==> src/rtl/bg_mem_writer_pkg.sv <==
// Shared constants and FSM state type for the background image memory writer
// and the display-side readers of the same memory.
package bg_mem_writer_pkg;

  localparam int mem_depth_bits = 19;
  localparam int pix_bits       = 12;
  localparam int dim_bits       = 10;

  typedef enum logic [1:0] {
    IDLE  = 2'd0,
    WRITE = 2'd1,
    DONE  = 2'd2
  } writer_state_e;

endpackage

==> src/rtl/bg_mem_writer_raster_counter.sv <==
// Raster x/y position tracker: advances one pixel per step and flags the
// final pixel of the image.
module raster_counter
  import bg_mem_writer_pkg::*;
(
  input  logic                clk,
  input  logic                rst,
  input  logic                clear,
  input  logic                step,
  input  logic [dim_bits-1:0] width,
  input  logic [dim_bits-1:0] height,
  output logic                last
);

  logic [dim_bits-1:0] x;
  logic [dim_bits-1:0] y;
  logic                x_end;

  assign x_end = (x == (width - 10'd1));
  assign last  = x_end && (y == (height - 10'd1));

  // x/y position, wrapping x into the next row at the end of each line
  always_ff @(posedge clk) begin
    if (rst) begin
      x <= 10'd0;
      y <= 10'd0;
    end else if (clear) begin
      x <= 10'd0;
      y <= 10'd0;
    end else if (step) begin
      if (x_end) begin
        x <= 10'd0;
        y <= y + 10'd1;
      end else begin
        x <= x + 10'd1;
      end
    end
  end

endmodule

==> src/rtl/bg_mem_writer.sv <==
// Streams raster-ordered pixels into the background image memory starting at
// a latched base address; addresses come from a running offset, not a multiply.
module bg_mem_writer
  import bg_mem_writer_pkg::*;
#(
  parameter int memory_depth_base = mem_depth_bits,
  parameter int pixel_width       = pix_bits
) (
  input  logic                         clk,
  input  logic                         rst,
  input  logic                         start,
  input  logic [memory_depth_base-1:0] memory_start_addr,
  input  logic [dim_bits-1:0]          width,
  input  logic [dim_bits-1:0]          height,
  input  logic [pixel_width-1:0]       pix_data,
  input  logic                         pix_valid,
  output logic                         pix_ready,
  output logic [memory_depth_base-1:0] mem_addr,
  output logic [pixel_width-1:0]       mem_data,
  output logic                         mem_we,
  output logic                         busy,
  output logic                         done
);

  localparam logic [memory_depth_base-1:0] addr_one = {{(memory_depth_base-1){1'b0}}, 1'b1};

  writer_state_e                state;
  writer_state_e                next_state;
  logic [memory_depth_base-1:0] base_addr;
  logic [memory_depth_base-1:0] offset;
  logic [dim_bits-1:0]          img_width;
  logic [dim_bits-1:0]          img_height;
  logic                         start_go;
  logic                         accept;
  logic                         last;

  assign start_go = (state == IDLE) && start;
  assign accept   = pix_valid && pix_ready;

  raster_counter u_raster (
    .clk    (clk),
    .rst    (rst),
    .clear  (start_go),
    .step   (accept),
    .width  (img_width),
    .height (img_height),
    .last   (last)
  );

  // state register
  always_ff @(posedge clk) begin
    if (rst) begin
      state <= IDLE;
    end else begin
      state <= next_state;
    end
  end

  // next-state logic; a zero-sized image skips straight to DONE
  always_comb begin
    next_state = state;
    case (state)
      IDLE: begin
        if (start) begin
          if ((width == 10'd0) || (height == 10'd0)) begin
            next_state = DONE;
          end else begin
            next_state = WRITE;
          end
        end else begin
          next_state = IDLE;
        end
      end
      WRITE: begin
        if (accept && last) begin
          next_state = DONE;
        end else begin
          next_state = WRITE;
        end
      end
      DONE:    next_state = IDLE;
      default: next_state = IDLE;
    endcase
  end

  // handshake and status outputs decoded from state
  always_comb begin
    pix_ready = 1'b0;
    busy      = 1'b0;
    done      = 1'b0;
    case (state)
      IDLE: begin
        pix_ready = 1'b0;
        busy      = 1'b0;
        done      = 1'b0;
      end
      WRITE: begin
        pix_ready = 1'b1;
        busy      = 1'b1;
      end
      DONE: begin
        busy = 1'b1;
        done = 1'b1;
      end
      default: begin
        pix_ready = 1'b0;
        busy      = 1'b0;
        done      = 1'b0;
      end
    endcase
  end

  // geometry latch, offset accumulator and registered memory write port
  always_ff @(posedge clk) begin
    if (rst) begin
      base_addr  <= '0;
      offset     <= '0;
      img_width  <= 10'd0;
      img_height <= 10'd0;
      mem_addr   <= '0;
      mem_data   <= '0;
      mem_we     <= 1'b0;
    end else begin
      mem_we <= accept;
      if (start_go) begin
        base_addr  <= memory_start_addr;
        img_width  <= width;
        img_height <= height;
        offset     <= '0;
      end else if (accept) begin
        mem_addr <= base_addr + offset;
        mem_data <= pix_data;
        offset   <= offset + addr_one;
      end
    end
  end

endmodule

==> config.mk <==
export PLATFORM = sky130hd
export DESIGN_NAME = bg_mem_writer
export DESIGN_NICKNAME = d
export VERILOG_FILES = /design/src/rtl/bg_mem_writer_pkg.sv /design/src/rtl/bg_mem_writer_raster_counter.sv /design/src/rtl/bg_mem_writer.sv
export SDC_FILE = /design/constraint.sdc
export NUM_CORES = 1
export LEC_CHECK = 0
export ABC_AREA = 1
export BUFFER_PORTS_ARGS = -buffer_cell sky130_fd_sc_hd__buf_2
export CORE_ASPECT_RATIO = 1.2
export CORE_MARGIN = 3
export CORE_UTILIZATION = 40
export DETAILED_ROUTE_END_ITERATION = 16
export GPL_ROUTABILITY_DRIVEN = 1
export SETUP_SLACK_MARGIN = 0.5
export SYNTH_ARGS = -nofsm -noshare
export SYNTH_HDL_FRONTEND = slang
export SYNTH_SLANG_ARGS = --single-unit
==> constraint.sdc <==
create_clock -name clk -period 1.8 [get_ports clk]
set_input_delay 0.18 -clock clk [delete_from_list [all_inputs] [get_ports clk]]
set_output_delay 0.18 -clock clk [all_outputs]
set_load 0.005 [all_outputs]
# ---- Yosys cells after proc, flatten, opt, wreduce, memory -nomap -nowiden
# Cells that the tools add are included.
dict set report word_totals {
  latch_bits 0
  rom_bits 0
  ramBits 0
  in_bits 55
  out_inout_bits 35
  ff_bits 112
  memories 0
}
dict set report op_classes {
  div_mod_pow 0
  n_shift 0
  n_lt_le_gt_ge 0
  eq_ne 4
  n_bitwise 1
  n_addsub 6
  muxes 8
  n_reduce_logical 12
  multipliers 0
}
# op n
set ops {}
lappend ops {{$add 10x1->10 const B} 2}
lappend ops {{$eq 10x10->1} 2}
lappend ops {{$logic_not 10->1} 2}
lappend ops {{$sub 10x1->10 const B} 2}
lappend ops {{$add 19x1->19 const B} 1}
lappend ops {{$add 19x19->19} 1}
lappend ops {{$mux 10} 1}
lappend ops {{$mux 2} 3}
lappend ops {{$logic_and 1x1->1} 4}
lappend ops {{$pmux 2 s2} 1}
lappend ops {{$reduce_and 2->1} 2}
lappend ops {{$reduce_or 2->1} 2}
lappend ops {{$mux 1} 3}
lappend ops {{$eq 2x1->1 const B} 1}
lappend ops {{$eq 2x2->1 const B} 1}
lappend ops {{$logic_not 2->1} 1}
lappend ops {{$logic_or 1x1->1} 1}
lappend ops {{$not 1->1} 1}

# ---- Longest topological paths before layout
# Gate-level depths: netlist of the first run.
dict set report logic_depth {
  depth_word 6
  ltp_mapped 15
}

# ---- Cells and area by module
# A second synthesis of the first run with hierarchy kept.
dict set report hier_totals {
  cells_unflattened 968
  area_unflattened_um2 6378.6
}
# module area_each_um2 instances cells_per_inst
set modules_own_cells {}
lappend modules_own_cells {bg_mem_writer 4578.1 1 671}
lappend modules_own_cells {raster_counter 1800.5 1 297}

# ---- Least setup slack after synthesis of the first run
# OpenSTA, ideal clock, no wires.
dict set report synth_path {
  path_kind {register to register}
  start {reg offset[0]}
  end {reg mem_addr[12]}
  path_stages_with_launch 12
  arrival_ps 1723
  path_slack_ps -32
  cell_sequence {dfxtp_1 -> ha_1 -> inv_1 -> fa_1 -> inv_1 -> a21oi_1 -> o21ai_1 -> nand3_1 -> nand3_1 -> nand3_1 -> nand2_1 -> inv_1}
}
dict set report synth_between {
  elab_chain_cells 1
}
# element line
set synth_rtl {}
lappend synth_rtl {{start, declared} bg_mem_writer.sv:30} ;# logic [memory_depth_base-1:0] offset;
lappend synth_rtl {{start signal, assigned} bg_mem_writer.sv:133} ;# offset <= offset + addr_one;
lappend synth_rtl {{$add 19x19->19} bg_mem_writer.sv:131} ;# mem_addr <= base_addr + offset;
lappend synth_rtl {{end signal, assigned} bg_mem_writer.sv:131}
lappend synth_rtl {{end, declared} bg_mem_writer.sv:18} ;# output logic [memory_depth_base-1:0] mem_addr,
# Every way passes these cells.
# A chain may end at the register's enable or synchronous reset.

# ---- Worst setup path in the final report of the first run
dict set report layout_path {
  start {reg img_width[0]}
  end {reg u_raster.y[1]}
}
dict set report layout_between {
  elab_chain_cells 3
}
# element line
set layout_rtl {}
lappend layout_rtl {{start, declared} bg_mem_writer.sv:31} ;# logic [dim_bits-1:0] img_width;
lappend layout_rtl {{start signal, assigned} bg_mem_writer.sv:127} ;# img_width <= width;
lappend layout_rtl {{$sub 10x1->10} bg_mem_writer_raster_counter.sv:19} ;# assign x_end = (x == (width - 10'd1));
lappend layout_rtl {{$eq 10x10->1} bg_mem_writer_raster_counter.sv:19}
lappend layout_rtl {{$reduce_and 2->1 (no line)} -}
lappend layout_rtl {{end signal, assigned} bg_mem_writer_raster_counter.sv:33} ;# y <= y + 10'd1;
lappend layout_rtl {{end, declared} bg_mem_writer_raster_counter.sv:16} ;# logic [dim_bits-1:0] y;
# Every way passes these cells.

==> impl_results.md, run 1 <==
- PD cells: 697 mW/mm2
- Main synth FF type: dfxtp_1
- Final hold violation count: 0
- Async S/R FF share, synth: 0%
- Post-synth top area share: 36.6%
- Initial antenna violation count: 0
- Max-Cap Viols: 0
- Clock net sink count: 112
- Drt via density: 5.05
- # IOs: 90
- Most frequent cells in the layout: 130 x nand2_1, 126 x nor2_1, 91 x dfxtp_1
- Most common cell after layout, fill and taps aside: nand2_1
- Final Critical Period: 1830 ps
- Crit Path Category: flop to flop
- Post-DP HPWL: 12300 um
- Synthesized Nets: 963
- Tcrit/Tclk final: 102%
- Worst-path clk slew: 80 ps
- Total CTS buffers: 9
- Clk_skew: 11.2 ps
- CTS tree: yes
- GP Congestion: 0.884
- Hold crit path type: input pin to flop
- Die width: 119 um
- LEAKAGE: 0.00410 uW
- IR drop worst, VDD: 0.508 mV
- Die area: 0.0168 mm2
- FILL cells: 1250
- Run status: finished, violations left
- Worst-path cell chain: inv_2 > ha_4 > xnor2_1 > nor2_1 > nand2_1 > nor2_2 > nand3_2 > nor2_4 > nand3_4 > buf_6 > a211oi_2
- Synth cell types: 44
- Grt ovf: 0
- Buffers on Ports: 89
- Final #Nets: 1152
- Fmax: 545 MHz
- Die Y: 141 um
- Vias: 6437
- Worst slack, placed: -63.0 ps
- First-pass GRT wire length: 31200 um
- Slew @ Worst Pin: 357 ps
- CP max-delay cell: dfxtp_2
- Vias in the first global route: 6425
- YS warnings: 0
- Dominant cell type by area after synthesis: dfxtp_1
- Worst setup margin: -33.7 ps
- WP buf/inv: 2
- Final setup viols: 19
- Register area share after synthesis: 36.6%
- RSZ-0062 raised after global routing: true
- Max H-tree Level: 3
- Synth Cell Area: 0.00612 mm2
- P&R area growth vs syn: 56.9%
- Remaining antenna violation count: 0
- Clock buffer depth: 2
- DRT iter0 DRCs: 234
- Wirelength per Cell: 15.6 um
- Ranking of synthesized cells by area: dfxtp_1 37%, nor2_1 9.4%, nand2_1 9.3%
- Drt total wl: 19900 um
- Syn_area_per_cell: 6.95 um2
- Post-Synthesis Cells: 881
- CP arrival: 2120 ps
- Pre-Repair DR Iteration Count: 7
- #FFs+latches synth: 112
- Initial Util: 41.8%
- Crit path largest cell delay: 340 ps
- DRC errors left: 0
- CTS root buf: clkbuf_16
- Fraction of layout cells with a size suffix above 1: 43.9%
- Failing checks: setup timing
- CP delay by family, top: simple AND/OR/NAND/NOR gates
- Later-pin clock latency in the skew report: 360 ps
- All-Layer GR Usage: 23.1%
- Antenna cell count: 0
- Fin Hold WS: 52.1 ps
- CORE AREA: 0.0147 mm2
- Largest net degree at the start of global routing: 54
- Relative slew slack: 76.0%
- Startpoint Class: flop
- Pins over their slew limit: 0
- Post-synth EDFFs: 0
- Hold-fix buffers, CTS: 0
- Rows: 48
- Critical path required time: 2090 ps
- CP endpoint kind: flop
- Crit path max fanout: 6
routing by layer:
metal / part of all wire, % / global-route usage (%) / wire (um)
met5: 0 / 0 / 0
met4: 3.5 / 12.8 / 703
met3: 4.2 / 3.55 / 832
met2: 52 / 41.6 / 10300
met1: 40 / 25.9 / 7990
state kept, by name (all words and copies together), names as in the netlist:
register and flops:
img_height 10, mem_we 1, img_width 10, u_raster.x 10, mem_data 12, offset 19, base_addr 19, u_raster.y 10
mem_addr 19, state 2
power by group:
| group | internal, uW | switching, uW | leakage, uW |
|---|---|---|---|
| Combinational | 683 | 817 | 0.00300 |
| Sequential | 2590 | 93.3 | 0.000925 |
| Clock | 1540 | 976 | 0.000182 |
worst paths after layout:
check,start,to,slack (ps),cells after the start
worst max register to register,img_width[0],u_raster.y[1],-30,11
worst min-delay path,memory_start_addr[3],base_addr[3],50,3
worst min register to register,mem_addr[9],mem_addr[9],470,2
worst max-delay path,img_width[0],u_raster.y[1],-30,11
per-stage QoR:
stage / cells / TNS [ps] / power, uW / util [%] / area [um2]
finish: 1275 / -309 / 6700 / 65.5 / 9600
global route: 1275 / -3610 / 6970 / 65.5 / 9600
CTS: 1259 / 0 / 6550 / 60.5 / 8870
detailed placement: 1197 / -600 / 3730 / 50.8 / 7440
global placement: 1197 / -165 / 3720 / 50.8 / 7440
floorplan: 881 / 0 / 3380 / - / 6470
what timing repair did:
item | 4_1_cts | 5_1_grt
resized for setup | 190 | 144
pin swaps | 55 | 72
cloned | 11 | 1
setup endpoints to repair | 114 | 114
setup buffers | 35 | 15
endpoints found under the hold margin | 0 | 0
final cells by class:
class,count,area [um2],share of cell area (%)
Timing Repair Buffer,201,1660,17.3
Timing Repair inverter,2,12.5,0.130
Inverter,92,390,4.07
Clock buffer,10,239,2.49
Sequential cell,112,2280,23.8
Multi-Input combinational cell,652,4630,48.3
Tap cell,200,250,2.61
Clock inverter,6,130,1.36
kinds of logic (layout without fill, tap and decap cells):
group,after synthesis,in the layout,share of synthesized area [%]
AND/OR/NAND/NOR,416,417,30.1
AO/OA/AOI/OAI,177,177,15.1
buffers and inverters,118,311,7.56
flip-flops,112,112,36.6
XOR/XNOR,31,31,4.91
adder cells (fa/ha/maj),27,27,5.64
cell usage after synthesis (2+ instances only):
cell	n
o21ai_0	80
nand3_2	5
a21oi_1	67
nor4_1	6
inv_1	82
dfxtp_1	112
a31oi_1	2
nand3b_1	2
o21ai_1	16
nand2_2	6
o21bai_1	2
nand3_1	44
nor3_4	2
inv_2	9
nor3b_1	3
nor2_1	154
a211oi_1	2
buf_2	3
buf_6	2
ha_1	26
nor2_4	6
nand2_1	152
a21o_1	4
xor2_1	17
xnor2_1	11
nor2_2	5
nor3_1	14
clkbuf_1	20
nand4_1	12
worst min-delay path: stages:
cell and delay (ps):
buf_2 90, o21ai_2 50, nor2_1 60
(Power assumes the default switching activity.)
==> inputs of run 2 (changes only) <==
--- a/config.mk
+++ b/config.mk
@@ -9,7 +9,8 @@
 export BUFFER_PORTS_ARGS = -buffer_cell sky130_fd_sc_hd__buf_2
 export CORE_ASPECT_RATIO = 1.2
 export CORE_MARGIN = 3
-export CORE_UTILIZATION = 40
+export CORE_UTILIZATION = 36
+export CTS_BUF_LIST = sky130_fd_sc_hd__clkbuf_8
 export DETAILED_ROUTE_END_ITERATION = 16
 export GPL_ROUTABILITY_DRIVEN = 1
 export SETUP_SLACK_MARGIN = 0.5
==> constraint.sdc (replaced) <==
create_clock -name clk -period 2.2 [get_ports clk]
set_input_delay 0.22 -clock clk [delete_from_list [all_inputs] [get_ports clk]]
set_output_delay 0.22 -clock clk [all_outputs]
set_load 0.005 [all_outputs]
==> run 2 against run 1 <==
Effect of this change:
- the run now ends clean
- combinational power fell by 39%
- clock power is 49% lower
- routed wire length fell by 11%
==> impl_results.md, run 2 (synthesis results as in run 1) <==
- Max H-tree Level: 3
- Slew @ Worst Pin: 612 ps
- Hold path start: pix_data[10]
- Later-pin clock latency in the skew report: 400 ps
- Fraction of layout cells with a size suffix above 1: 35.7%
- Fmax: 517 MHz
- Fin Hold WS: 40.5 ps
- Clk_skew: 9.51 ps
- Max-Cap Viols: 0
- Clock buffer depth: 2
- Drt via density: 4.99
- PD cells: 520 mW/mm2
- Final #Nets: 1097
- Vias: 6153
- Worst r2r src: img_width[1]
- Most frequent cells in the layout: 134 x nand2_1, 127 x nor2_1, 89 x buf_2
- RSZ-0062 raised after global routing: true
- Final hold violation count: 0
- Die area: 0.0186 mm2
- Remaining antenna violation count: 0
- Grt ovf: 0
- CTS root buf: clkbuf_8
- CP endpoint kind: flop
- Final setup viols: 0
- GP Congestion: 0.894
- Hold crit path type: input pin to flop
- Hold-fix buffers, CTS: 0
- LEAKAGE: 0.00354 uW
- Final Critical Period: 1940 ps
- CP startpoint: img_width[1]
- Worst-path clk slew: 110 ps
- Die width: 125 um
- DRC errors left: 0
- Vias in the first global route: 5743
- First-pass GRT wire length: 26900 um
- Most common cell after layout, fill and taps aside: nand2_1
- Final core utilization: 51.2%
- P&R area growth vs syn: 37.6%
- IR drop worst, VDD: 0.293 mV
- Relative slew slack: 59.2%
- CP arrival: 2220 ps
- Clock net sink count: 112
- Pre-Repair DR Iteration Count: 4
- Initial antenna violation count: 0
- Post-DP HPWL: 12000 um
- Die Y: 149 um
- All-Layer GR Usage: 17.5%
- CP max-delay cell: dfxtp_2
- Initial Util: 37.2%
- Worst-path cell chain: inv_4 > ha_4 > xnor2_2 > nor2_2 > nand2_1 > nor2_2 > nand3_2 > nor2_4 > nand3_4 > nand2_4 > buf_12 > nor3_2
- Drt total wl: 17700 um
- Crit path largest cell delay: 350 ps
- DRT iter0 DRCs: 371
- Crit Path Category: flop to flop
- Largest net degree at the start of global routing: 58
- # IOs: 90
- CTS tree: yes
- Most used cell, CP: nor2_2
- Tcrit/Tclk final: 88.0%
- Antenna cell count: 0
- Total CTS buffers: 9
- CP delay by family, top: simple AND/OR/NAND/NOR gates
- Rows: 51
- CORE AREA: 0.0165 mm2
- Pins over their slew limit: 0
- Startpoint Class: flop
- Wirelength per Cell: 14.4 um
- Crit path max fanout: 8
- Run status: complete, no violations
- Critical path required time: 2480 ps
- Largest regs: base_addr x19, mem_addr x19, offset x19
- Final setup TNS: 0 ps
- WP buf/inv: 2
- Buffers on Ports: 89
run 2: changes by cell type in the layout (fill, tap and decap cells not counted), sizes merged:
cell | before | now
buf | 200 | 145
bufinv | 4 | 1
clkinvlp | 0 | 3
clkbuf | 11 | 12
clkinv | 4 | 3
run 2: path summary, 6_finish.rpt:
check                                      to  slack [ps]  cells after the start
worst max-delay path            u_raster.x[6]         260                     12
worst min-delay path             mem_data[10]          40                      3
worst max register to register  u_raster.x[6]         260                     12
worst min register to register    mem_addr[9]         480                      2
run 2: cell type report:
type,instances,area (um2)
fillers,1611,8040
clock inverters,7,71.3
inverters,92,369
clock buffers,9,124
repair buffers,148,1010
well taps,212,265
multi-input cells,652,4280
flip-flops and latches,112,2310
run 2: what timing repair did:
action	4_1_cts	5_1_grt
setup buffers	22	22
hold endpoints to repair	0	0
resized for setup	84	147
gates cloned	1	4
pin swaps	37	54
setup endpoints to repair	45	66
run 2: where the power goes:
part | switching (uW) | internal (uW)
clock network | 741 | 527
registers | 79.5 | 2120
logic | 530 | 382
run 2: layer usage:
metal	vias to the layer above	GRT usage, %	part of all wire (%)
met5	-	0	0
met4	0	7.00	2.2
met3	33	3.04	3.2
met2	102	32.3	53
met1	2874	20.2	42
li1	3144	-	-
run 2: per-stage QoR:
| step | area (um2) | setup slack (ps) | instances | power [uW] |
|---|---|---|---|---|
| finish | 8420 | 265 | 1232 | 4380 |
| floorplan | 6180 | 418 | 881 | 2720 |
| global placement | 6870 | 151 | 1167 | 2950 |
| detailed placement | 6870 | 118 | 1167 | 2950 |
| CTS | 7610 | 332 | 1206 | 4300 |
| global route | 8420 | 173 | 1232 | 4600 |
run 2: worst min-delay path, delay by kind of cell:
| kind | cells | cell delay (ps) |
|---|---|---|
| and+or+nand+nor | 2 | 110 |
| buffers and inverters | 1 | 80 |
==> inputs of run 3 (changes only) <==
--- a/config.mk
+++ b/config.mk
@@ -13,6 +13,8 @@
 export CTS_BUF_LIST = sky130_fd_sc_hd__clkbuf_8
 export DETAILED_ROUTE_END_ITERATION = 16
 export GPL_ROUTABILITY_DRIVEN = 1
+export MAX_ROUTING_LAYER = met4
+export PLACE_DENSITY = 0.57
 export SETUP_SLACK_MARGIN = 0.5
 export SYNTH_ARGS = -nofsm -noshare
 export SYNTH_HDL_FRONTEND = slang
==> constraint.sdc (replaced) <==
create_clock -name clk -period 1.65 [get_ports clk]
set_input_delay 0.165 -clock clk [delete_from_list [all_inputs] [get_ports clk]]
set_output_delay 0.165 -clock clk [all_outputs]
set_load 0.005 [all_outputs]
==> run 3 against run 2 <==
Effect of this change:
- the flow now finishes with violations (setup timing)
- highest routed layer unchanged
- worst hold slack worse by 22 ps
- sequential power rose by 34%
- combinational power grew 120%
- cell area is 26% higher
- maximum frequency rose by 3.3%
==> impl_results.md, run 3 (synthesis results as in run 1) <==
- Final setup viols: 97
- Initial Util: 37.2%
- LEAKAGE: 0.00453 uW
- Most used cell, CP: nor2_4
- Fmax: 534 MHz
- Worst setup margin: -223 ps
- Crit Path Category: flop to flop
- Die Y: 149 um
- Post-DP HPWL: 12800 um
- CTS root buf: clkbuf_8
- Clock net sink count: 112
- Levels on crit path: 14
- RSZ-0062 raised after global routing: true
- Clk_skew: 19.3 ps
- P&R area growth vs syn: 73.6%
- Count of non-filler cells in the finished layout: 1374
- Pre-Repair DR Iteration Count: 5
- Most frequent cells in the layout: 125 x nand2_1, 110 x nor2_1, 107 x buf_4
- Crit path largest cell delay: 350 ps
- Drt via density: 4.93
- Crit path max fanout: 3
- Total CTS buffers: 9
- CORE AREA: 0.0165 mm2
- DRC errors left: 0
- Clock buffer depth: 2
- CP delay by family, top: simple AND/OR/NAND/NOR gates
- CTS tree: yes
- Worst Reg-to-Reg Cells: 14
- Final core utilization: 64.5%
- Final #Nets: 1239
- Die width: 125 um
- Max H-tree Level: 3
- Critical path required time: 1940 ps
- Grt ovf: 0
- Final Critical Period: 1870 ps
- IR drop worst, VDD: 0.368 mV
- Tcrit/Tclk final: 114%
- Largest net degree at the start of global routing: 44
- Slew @ Worst Pin: 706 ps
- Later-pin clock latency in the skew report: 400 ps
- Hold depth: 3
- DRT iter0 DRCs: 271
- Die area: 0.0186 mm2
- Initial antenna violation count: 0
- First-pass GRT wire length: 33200 um
- Fraction of layout cells with a size suffix above 1: 49.8%
- Worst-path clk slew: 110 ps
- Pins over their slew limit: 0
- CP endpoint kind: flop
- Final hold violation count: 0
- Worst-path cell chain: inv_2 > ha_4 > nand2_8 > clkinv_4 > nand2_4 > nor2_4 > nand2_2 > nor2_4 > nand2_2 > nor2_4 > nand3_2 > or2_1 > o21ai_1 > nor2_1
- Vias in the first global route: 6729
- Fin Hold WS: 18.1 ps
- Run status: finished, violations left
- Buffers on Ports: 89
- Placed cell count: 1256
- Max-Cap Viols: 0
- Startpoint Class: flop
- # IOs: 90
- Rows: 51
- Largest regs: base_addr x19, mem_addr x19, offset x19
- All-Layer GR Usage: 22.7%
- Drt total wl: 21300 um
- Antenna cell count: 0
- WP buf/inv: 2
- CP arrival: 2160 ps
- Hold crit path type: input pin to flop
- Relative slew slack: 53.0%
- PD cells: 631 mW/mm2
- Final setup TNS: -10140 ps
- Most common cell after layout, fill and taps aside: nand2_1
- Remaining antenna violation count: 0
- Total chip power: 6700 uW
- Vias: 6774
- Failing checks: setup timing
- CP max-delay cell: dfxtp_2
- Wirelength per Cell: 15.5 um
- GP Congestion: 0.880
==> run 3: area by class of cell <==
class                      count  area (um2)
clock buffer                   9         124
clock inverter                 7        70.1
fill                        1341        5840
inverter                      92         369
multi-input combinational    652        4800
sequential                   112        2290
tap                          212         265
timing repair buffer         290        2710
==> run 3: metrics by stage <==
stage                     worst slack (ps)  area (um2)
after floorplan                       -132        6520
after global placement                -175        7830
after detailed placement              -194        7830
after CTS                             -167        9910
after global routing                  -355       10600
final                                 -223       10600
==> run 3: report_power, final <==
part | total [uW] | internal [uW] | switching, uW | leakage (uW)
sequential | 2950 | 2830 | 124 | 0.000927
combinational | 2010 | 1030 | 984 | 0.00350
clock | 1740 | 704 | 1030 | 0.0000994
total | 6700 | 4560 | 2140 | 0.00453
==> run 3: routing by layer <==
| metal | vias to the layer above | GRT usage, % | wire length, um | share of wire, % |
|---|---|---|---|---|
| li1 | 3452 | - | - | - |
| met1 | 3188 | 24.8 | 8860 | 42 |
| met2 | 110 | 41.3 | 11500 | 54 |
| met3 | 24 | 3.33 | 579 | 2.7 |
| met4 | 0 | 9.27 | 429 | 2.0 |
| met5 | - | - | 0 | 0 |
==> run 3: repair_timing <==
| action | CTS | global route |
|---|---|---|
| pin swaps | 69 | 71 |
| endpoints found under the setup margin | 114 | 115 |
| hold endpoints to repair | 28 | 0 |
| hold buffers | 28 | 0 |
| resized for setup | 294 | 134 |
| setup buffers | 34 | 22 |
| cloned | 17 | 1 |
==> run 3: path summary, 6_finish.rpt <==
kind | startpoint | to | slack (ps)
setup / recovery | state[1] | offset[15] | -220
hold / removal | memory_start_addr[14] | base_addr[14] | 20
hold reg to reg | offset[18] | offset[18] | 490
setup reg to reg | state[1] | offset[15] | -220
==> run 3: worst min-delay path: stages <==
cell and delay [ps]:
buf_2 70, o21ai_0 70, nor2_1 80
